File: src/rtl/instr_fetch_unit_pkg.sv
// instr_fetch_unit_pkg: shared widths, reset PC, PC step and fetch FSM states
package instr_fetch_unit_pkg;
   localparam int XLEN = 32;
   localparam int ILEN = 32;
   localparam logic [XLEN-1:0] RESET_PC_DEF = 32'h0100_0000;
   localparam logic [XLEN-1:0] PC_STEP = 32'd4;
   typedef enum logic {RUN, DRAIN} fetch_state_e;
   function automatic logic [XLEN-1:0] align_pc(input logic [XLEN-1:0] pc);
      return {pc[XLEN-1:2], 2'b00};
   endfunction
endpackage

File: src/rtl/instr_fetch_unit_fetch_fifo.sv
// fetch_fifo: synchronous FIFO of {pc, instr} entries with flush and occupancy count
module fetch_fifo #(
   parameter int WIDTH = 64,
   parameter int DEPTH = 4,
   localparam int AW = $clog2(DEPTH),
   localparam int CW = $clog2(DEPTH + 1)
) (
   input  logic             clk,
   input  logic             rst,
   input  logic             flush,
   input  logic             push,
   input  logic [WIDTH-1:0] wdata,
   input  logic             pop,
   output logic [WIDTH-1:0] rdata,
   output logic [CW-1:0]    count,
   output logic             empty
);
   logic [WIDTH-1:0] mem [DEPTH];
   logic [AW-1:0] rd_ptr, wr_ptr;
   assign empty = count == '0;
   assign rdata = empty ? '0 : mem[rd_ptr];
   always_ff @(posedge clk) begin
      if (rst || flush) begin
         rd_ptr <= '0;
         wr_ptr <= '0;
         count  <= '0;
      end else begin
         if (push) wr_ptr <= wr_ptr + AW'(1);
         if (pop) rd_ptr <= rd_ptr + AW'(1);
         count <= count + CW'(push) - CW'(pop);
      end
   end
   always_ff @(posedge clk) begin
      if (push) mem[wr_ptr] <= wdata;
   end
endmodule

File: src/rtl/instr_fetch_unit.sv
// instr_fetch_unit: credit-limited in-order instruction fetch with redirect and stale-response drop
module instr_fetch_unit
   import instr_fetch_unit_pkg::*;
#(
   parameter logic [31:0] RESET_PC = RESET_PC_DEF,
   parameter int FIFO_DEPTH = 4
) (
   input  logic        clk,
   input  logic        rst,
   input  logic        redirect_valid,
   input  logic [31:0] redirect_pc,
   output logic        imem_req_valid,
   input  logic        imem_req_ready,
   output logic [31:0] imem_req_addr,
   input  logic        imem_rsp_valid,
   input  logic [31:0] imem_rsp_data,
   output logic        id_valid,
   input  logic        id_ready,
   output logic [31:0] id_instr,
   output logic [31:0] id_pc
);
   localparam int CW = $clog2(FIFO_DEPTH + 1);
   fetch_state_e state, state_next;
   logic [XLEN-1:0] fetch_pc, rsp_pc, fetch_pc_next, rsp_pc_next;
   logic [CW-1:0] outstanding, drop_cnt, outstanding_next, drop_cnt_next, fifo_count;
   logic fire, push, pop, empty;
   logic [XLEN+ILEN-1:0] head;
   // A request is only issued if its response is guaranteed a buffer slot
   assign imem_req_valid = !rst && !redirect_valid && (32'(outstanding) + 32'(fifo_count) < FIFO_DEPTH);
   assign imem_req_addr = fetch_pc;
   assign fire = imem_req_valid && imem_req_ready;
   assign push = imem_rsp_valid && !redirect_valid && state == RUN;
   assign id_valid = !empty && !redirect_valid;
   assign pop = id_valid && id_ready;
   assign {id_pc, id_instr} = head;
   always_comb begin
      outstanding_next = outstanding + CW'(fire) - CW'(imem_rsp_valid);
      drop_cnt_next = redirect_valid ? outstanding - CW'(imem_rsp_valid)
                                     : drop_cnt - CW'(imem_rsp_valid && state == DRAIN);
      state_next = drop_cnt_next != '0 ? DRAIN : RUN;
      fetch_pc_next = redirect_valid ? align_pc(redirect_pc) : fire ? fetch_pc + PC_STEP : fetch_pc;
      rsp_pc_next = redirect_valid ? align_pc(redirect_pc) : push ? rsp_pc + PC_STEP : rsp_pc;
   end
   always_ff @(posedge clk) begin
      if (rst) begin
         state       <= RUN;
         fetch_pc    <= RESET_PC;
         rsp_pc      <= RESET_PC;
         outstanding <= '0;
         drop_cnt    <= '0;
      end else begin
         state       <= state_next;
         fetch_pc    <= fetch_pc_next;
         rsp_pc      <= rsp_pc_next;
         outstanding <= outstanding_next;
         drop_cnt    <= drop_cnt_next;
      end
   end
   fetch_fifo #(.WIDTH(XLEN + ILEN), .DEPTH(FIFO_DEPTH)) u_fifo (
      .clk(clk),
      .rst(rst),
      .flush(redirect_valid),
      .push(push),
      .wdata({rsp_pc, imem_rsp_data}),
      .pop(pop),
      .rdata(head),
      .count(fifo_count),
      .empty(empty)
   );
endmodule

File: config.mk
export PLATFORM = sky130hd
export DESIGN_NAME = instr_fetch_unit
export DESIGN_NICKNAME = d
export VERILOG_FILES = /design/src/rtl/instr_fetch_unit_pkg.sv /design/src/rtl/instr_fetch_unit_fetch_fifo.sv /design/src/rtl/instr_fetch_unit.sv
export SDC_FILE = /design/constraint.sdc
export NUM_CORES = 1
export LEC_CHECK = 0
export ABC_AREA = 1
export CAP_MARGIN = 20
export CELL_PAD_IN_SITES_DETAIL_PLACEMENT = 0
export CELL_PAD_IN_SITES_GLOBAL_PLACEMENT = 1
export CORE_MARGIN = 2
export CORE_UTILIZATION = 40
export CTS_CLUSTER_SIZE = 12
export DETAILED_ROUTE_END_ITERATION = 6
export GPL_ROUTABILITY_DRIVEN = 0
export PLACE_DENSITY_LB_ADDON = 0.1
export SYNTH_ARGS = -nofsm -noshare
export SYNTH_HDL_FRONTEND = slang
export SYNTH_HIERARCHICAL = 1
export SYNTH_SLANG_ARGS = --single-unit
File: constraint.sdc
create_clock -name clk -period 9.8 [get_ports clk]
set_clock_uncertainty 0.15 [all_clocks]
set_input_delay 2.45 -clock clk [delete_from_list [all_inputs] [get_ports clk]]
set_output_delay 2.45 -clock clk [all_outputs]
set_load 0.03 [all_outputs]
==> metrics.md <==
| Metric | Value |
|---|---|
| Antenna diodes | `0` |
| Xor/xnor cell area share of the yosys netlist | `0.01221` |
| Total CTS buffers | `38` |
| R2r setup slk | `6.71 ns` |
| Hold buffers post-CTS | `0` |
| Crit path time final | `7.776 ns` |
| Crit Path Class | `input pin to output pin` |
| Peak VDD IR | `approximately 88 uV` |
| Slew @ Worst Pin | `1.092 ns` |
| Pin count of the biggest net entering global routing | `96` |
| Routed wire length | `40,990 um` |
| Worst setup margin | `2.024 ns` |
| Die Height | `202.6 um` |
| Post-synthesis mux area share | `0` |
| Slew margin rel. | `0.2721` |
| Largest fanout on the critical path | `39` |
| Chip width | `202.6 um` |
| Worst-path cell chain | `clkdlybuf4s50_1, buf_4, inv_1, nand2_1, nor2_4, clkdlybuf4s50_1` |
| Hold Path Stages | `1` |
| Area contributors post-synth | `edfxtp_1 (49%), nand2_1 (11%), dfxtp_1 (9.6%), inv_1 (8.2%), nand3_1 (5.9%)` |
| Critical path depth in cells | `6` |
| 1st-iter DRT viols | `between 600 and 700` |
| Buffers on Ports | `approximately 160` |
| DR WL/cell | `16.56 um` |
| Commonest non-fill, non-tap cell in the layout | `nand2_1` |
| R2r startpoint | `state` |
| Worst-path clk slew | `0.06 ns` |
| Cell family contributing the most delay on the critical path | `buffers and inverters` |
| Post-synth top area cell | `edfxtp_1` |
| GR Util met3 | `0.02616` |
| Worst path bufs/invs | `4` |
| Status | `completed` |
| Worst-case clock buffer depth | `3` |
| R2R depth | `6` |
| Vias per cell | `roughly 4.8` |
| Vias in the first global route | `11,490` |
| Nets | `a little over 2,000` |
| Cells after Synth | `between 1,500 and 2,000` |
| Most frequent CP cell | `clkdlybuf4s50_1` |
| Synthesis Warnings | `6` |
| Final worst path period share | `0.7935` |
| Core area | `~39,000 sq um` |
| Number of library cell types mapped by synthesis | `37` |
| H-tree level count | `2` |
| M1 GR Usage | `0.2755` |
| Hold path start | `u_fifo/rd_ptr[1]` |
| Initial Util | `0.4064` |
| FILL cells | `around 3,600` |
| TritonCTS Sinks | `332` |
| GRT Total Usage | `0.2028` |
| RR Endpoint | `u_fifo/mem[2][47]` |
| Via count | `11,830` |
| Placement Rows | `72` |
| CP Launch Type | `input pin` |
| Critical Path Start | `rst` |
| Post-synthesis simple-gate area fraction | `0.2172` |
| CTS tree | `built` |
| DRC Markers | `0` |
| Critical Path End Type | `output pin` |
| Initial antenna violation count | `0` |
| GRT busiest layer | `met2` |
| First-pass GRT wire length | `64,560 um` |
| Pwr Total | `3.251 mW` |
| DR pass1 iterations | `5` |
| Hold Fails Final Rpt | `0` |
| Grt met2 use | `0.3431` |
| Most frequent cells in the layout | `nand2_1 (466), inv_1 (340), edfxtp_1 (256)` |
| Compound-Gate Fraction of Synth Area | `0.06344` |
| Power Density | `171.3 nW/um^2` |
| DP Worst Slack | `a little over 2 ns` |
| Final Max Tran Viols | `0` |
| Seq/Total Area, Yosys | `0.5836` |
| Mapped Avg Cell Area | `8.850 sq um` |
| GRT Residual Overflow | `0` |
| RSZ-0062 raised after global routing | `false` |
| Critical Path AT | `5.18 ns` |
| Die Area | `41,050 sq um` |
| Share of cells above drive strength 1 | `0.05570` |
| Peak Freq | `0.1286 GHz` |
| ANT nets after route | `0` |
| Largest family of logic cells by synthesized area | `simple AND/OR/NAND/NOR gates` |
| CP max-delay cell | `inv_1` |
| Area share of the largest cell type after synthesis | `0.4872` |
| #FFs+latches synth | `332` |
| Hpwl dp | `approximately 25,000 um` |
| Adder-cell share of the synthesized area | `0.01522` |
| Worst EP required | `7.20 ns` |
| Post-CTS Setup Bufs | `0` |
| Max incr delay on CP | `around 0.82 ns` |
| Hold crit path type | `register to register` |
| Fin Setup TNS | `0 ns` |
| Clk root buf | `clkbuf_16` |
| Final setup violating endpoints | `0` |
| Leakage | `7.816 nW` |
| Netlist Area Pre-Place | `15,780 sq um` |
| Max-cap viol count | `0` |
| Area Overhead vs Synth | `20.26%` |
| Insertion delay to the later sink of the worst-skew pair | `0.53 ns` |
| PostCTS Resize Cnt | `0` |
| Boundary Pins | `168` |
## worst reg2reg max path, stage by stage (launching register included)
cell     delay [ns]
dfxtp_1        0.34
nor2_2         0.29
nand2_1        0.18
inv_2          0.42
nand2_1        0.12
inv_2          0.46
buf_4          0.72
## power breakdown
group	internal [mW]	total (mW)	switching (mW)
Clock	0.815	1.35	0.533
Combinational	0.111	0.289	0.178
Sequential	1.56	1.61	0.0500
Total	2.49	3.25	0.761
## stage by stage
stage / utilization / hold slack [ns] / cell area (sq um) / cells
2_1_floorplan: - / 0.2615 / 15810 / 1792
3_3_place_gp: 0.4584 / 0.2797 / 17800 / 2409
3_5_place_dp: 0.4584 / 0.2844 / 17800 / 2409
4_1_cts: 0.4887 / 0.3010 / 18980 / 2475
5_1_grt: 0.4887 / 0.3170 / 18980 / 2475
6_report: 0.4887 / 0.3031 / 18980 / 2475
## cells in the mapped netlist (all sizes together)
cell type and number:
nand2 471, inv 352, edfxtp 256, nand3 189, a21oi 108, nor2 99
dfxtp 76, buf 60, o21ai 46, a31oi 26, ha 16, clkbuf 15
xor2 15, nand4 14, nor3 9, xnor2 7, o21bai 6, or2 6
nand3b 3, fa 2, nor3b 2, o211ai 2, a21o 1, and3 1
conb 1
## state kept, by name, summed over array words and instances, names as in the netlist, named ones only
| register | cells |
|---|---|
| drop_cnt | 3 |
| imem_req_addr | 30 |
| outstanding | 3 |
| rsp_pc | 30 |
| state | 1 |
| u_fifo/count | 3 |
| u_fifo/mem | 256 |
| u_fifo/rd_ptr | 2 |
| u_fifo/wr_ptr | 2 |
## cell families (layout without fill, tap and decap cells)
family	Yosys count	count (layout)
other cells	1	10
flops	332	332
simple gates	794	794
compound gates	189	189
fa+ha+maj	18	18
buf+inv	427	592
xor+xnor	22	22
## layer usage
layer / vias up / wire [um]
met1: 5543 / 19090
met5: - / 0
met3: 53 / 1564
li1: 5988 / -
met4: 0 / 845
met2: 245 / 19490
## worst max-delay path by stage
stage	endpoint
2_1_floorplan	id_valid
3_5_place_dp	imem_req_valid
6_report	imem_req_valid
5_1_grt	imem_req_valid
4_1_cts	imem_req_valid
3_3_place_gp	imem_req_valid
## layout make-up
cell class                      instances  area (sq um)  share of cell area
Inverter                              352          1324             0.06976
Tap cell                              518         648.1             0.03416
Clock buffer                           52          1035             0.05453
Clock inverter                         14         142.6            0.007517
Sequential cell                       332          9214              0.4856
Timing Repair Buffer                  174          1709             0.09007
Multi-Input combinational cell       1033          4903              0.2584
(Power assumes the default switching activity.)
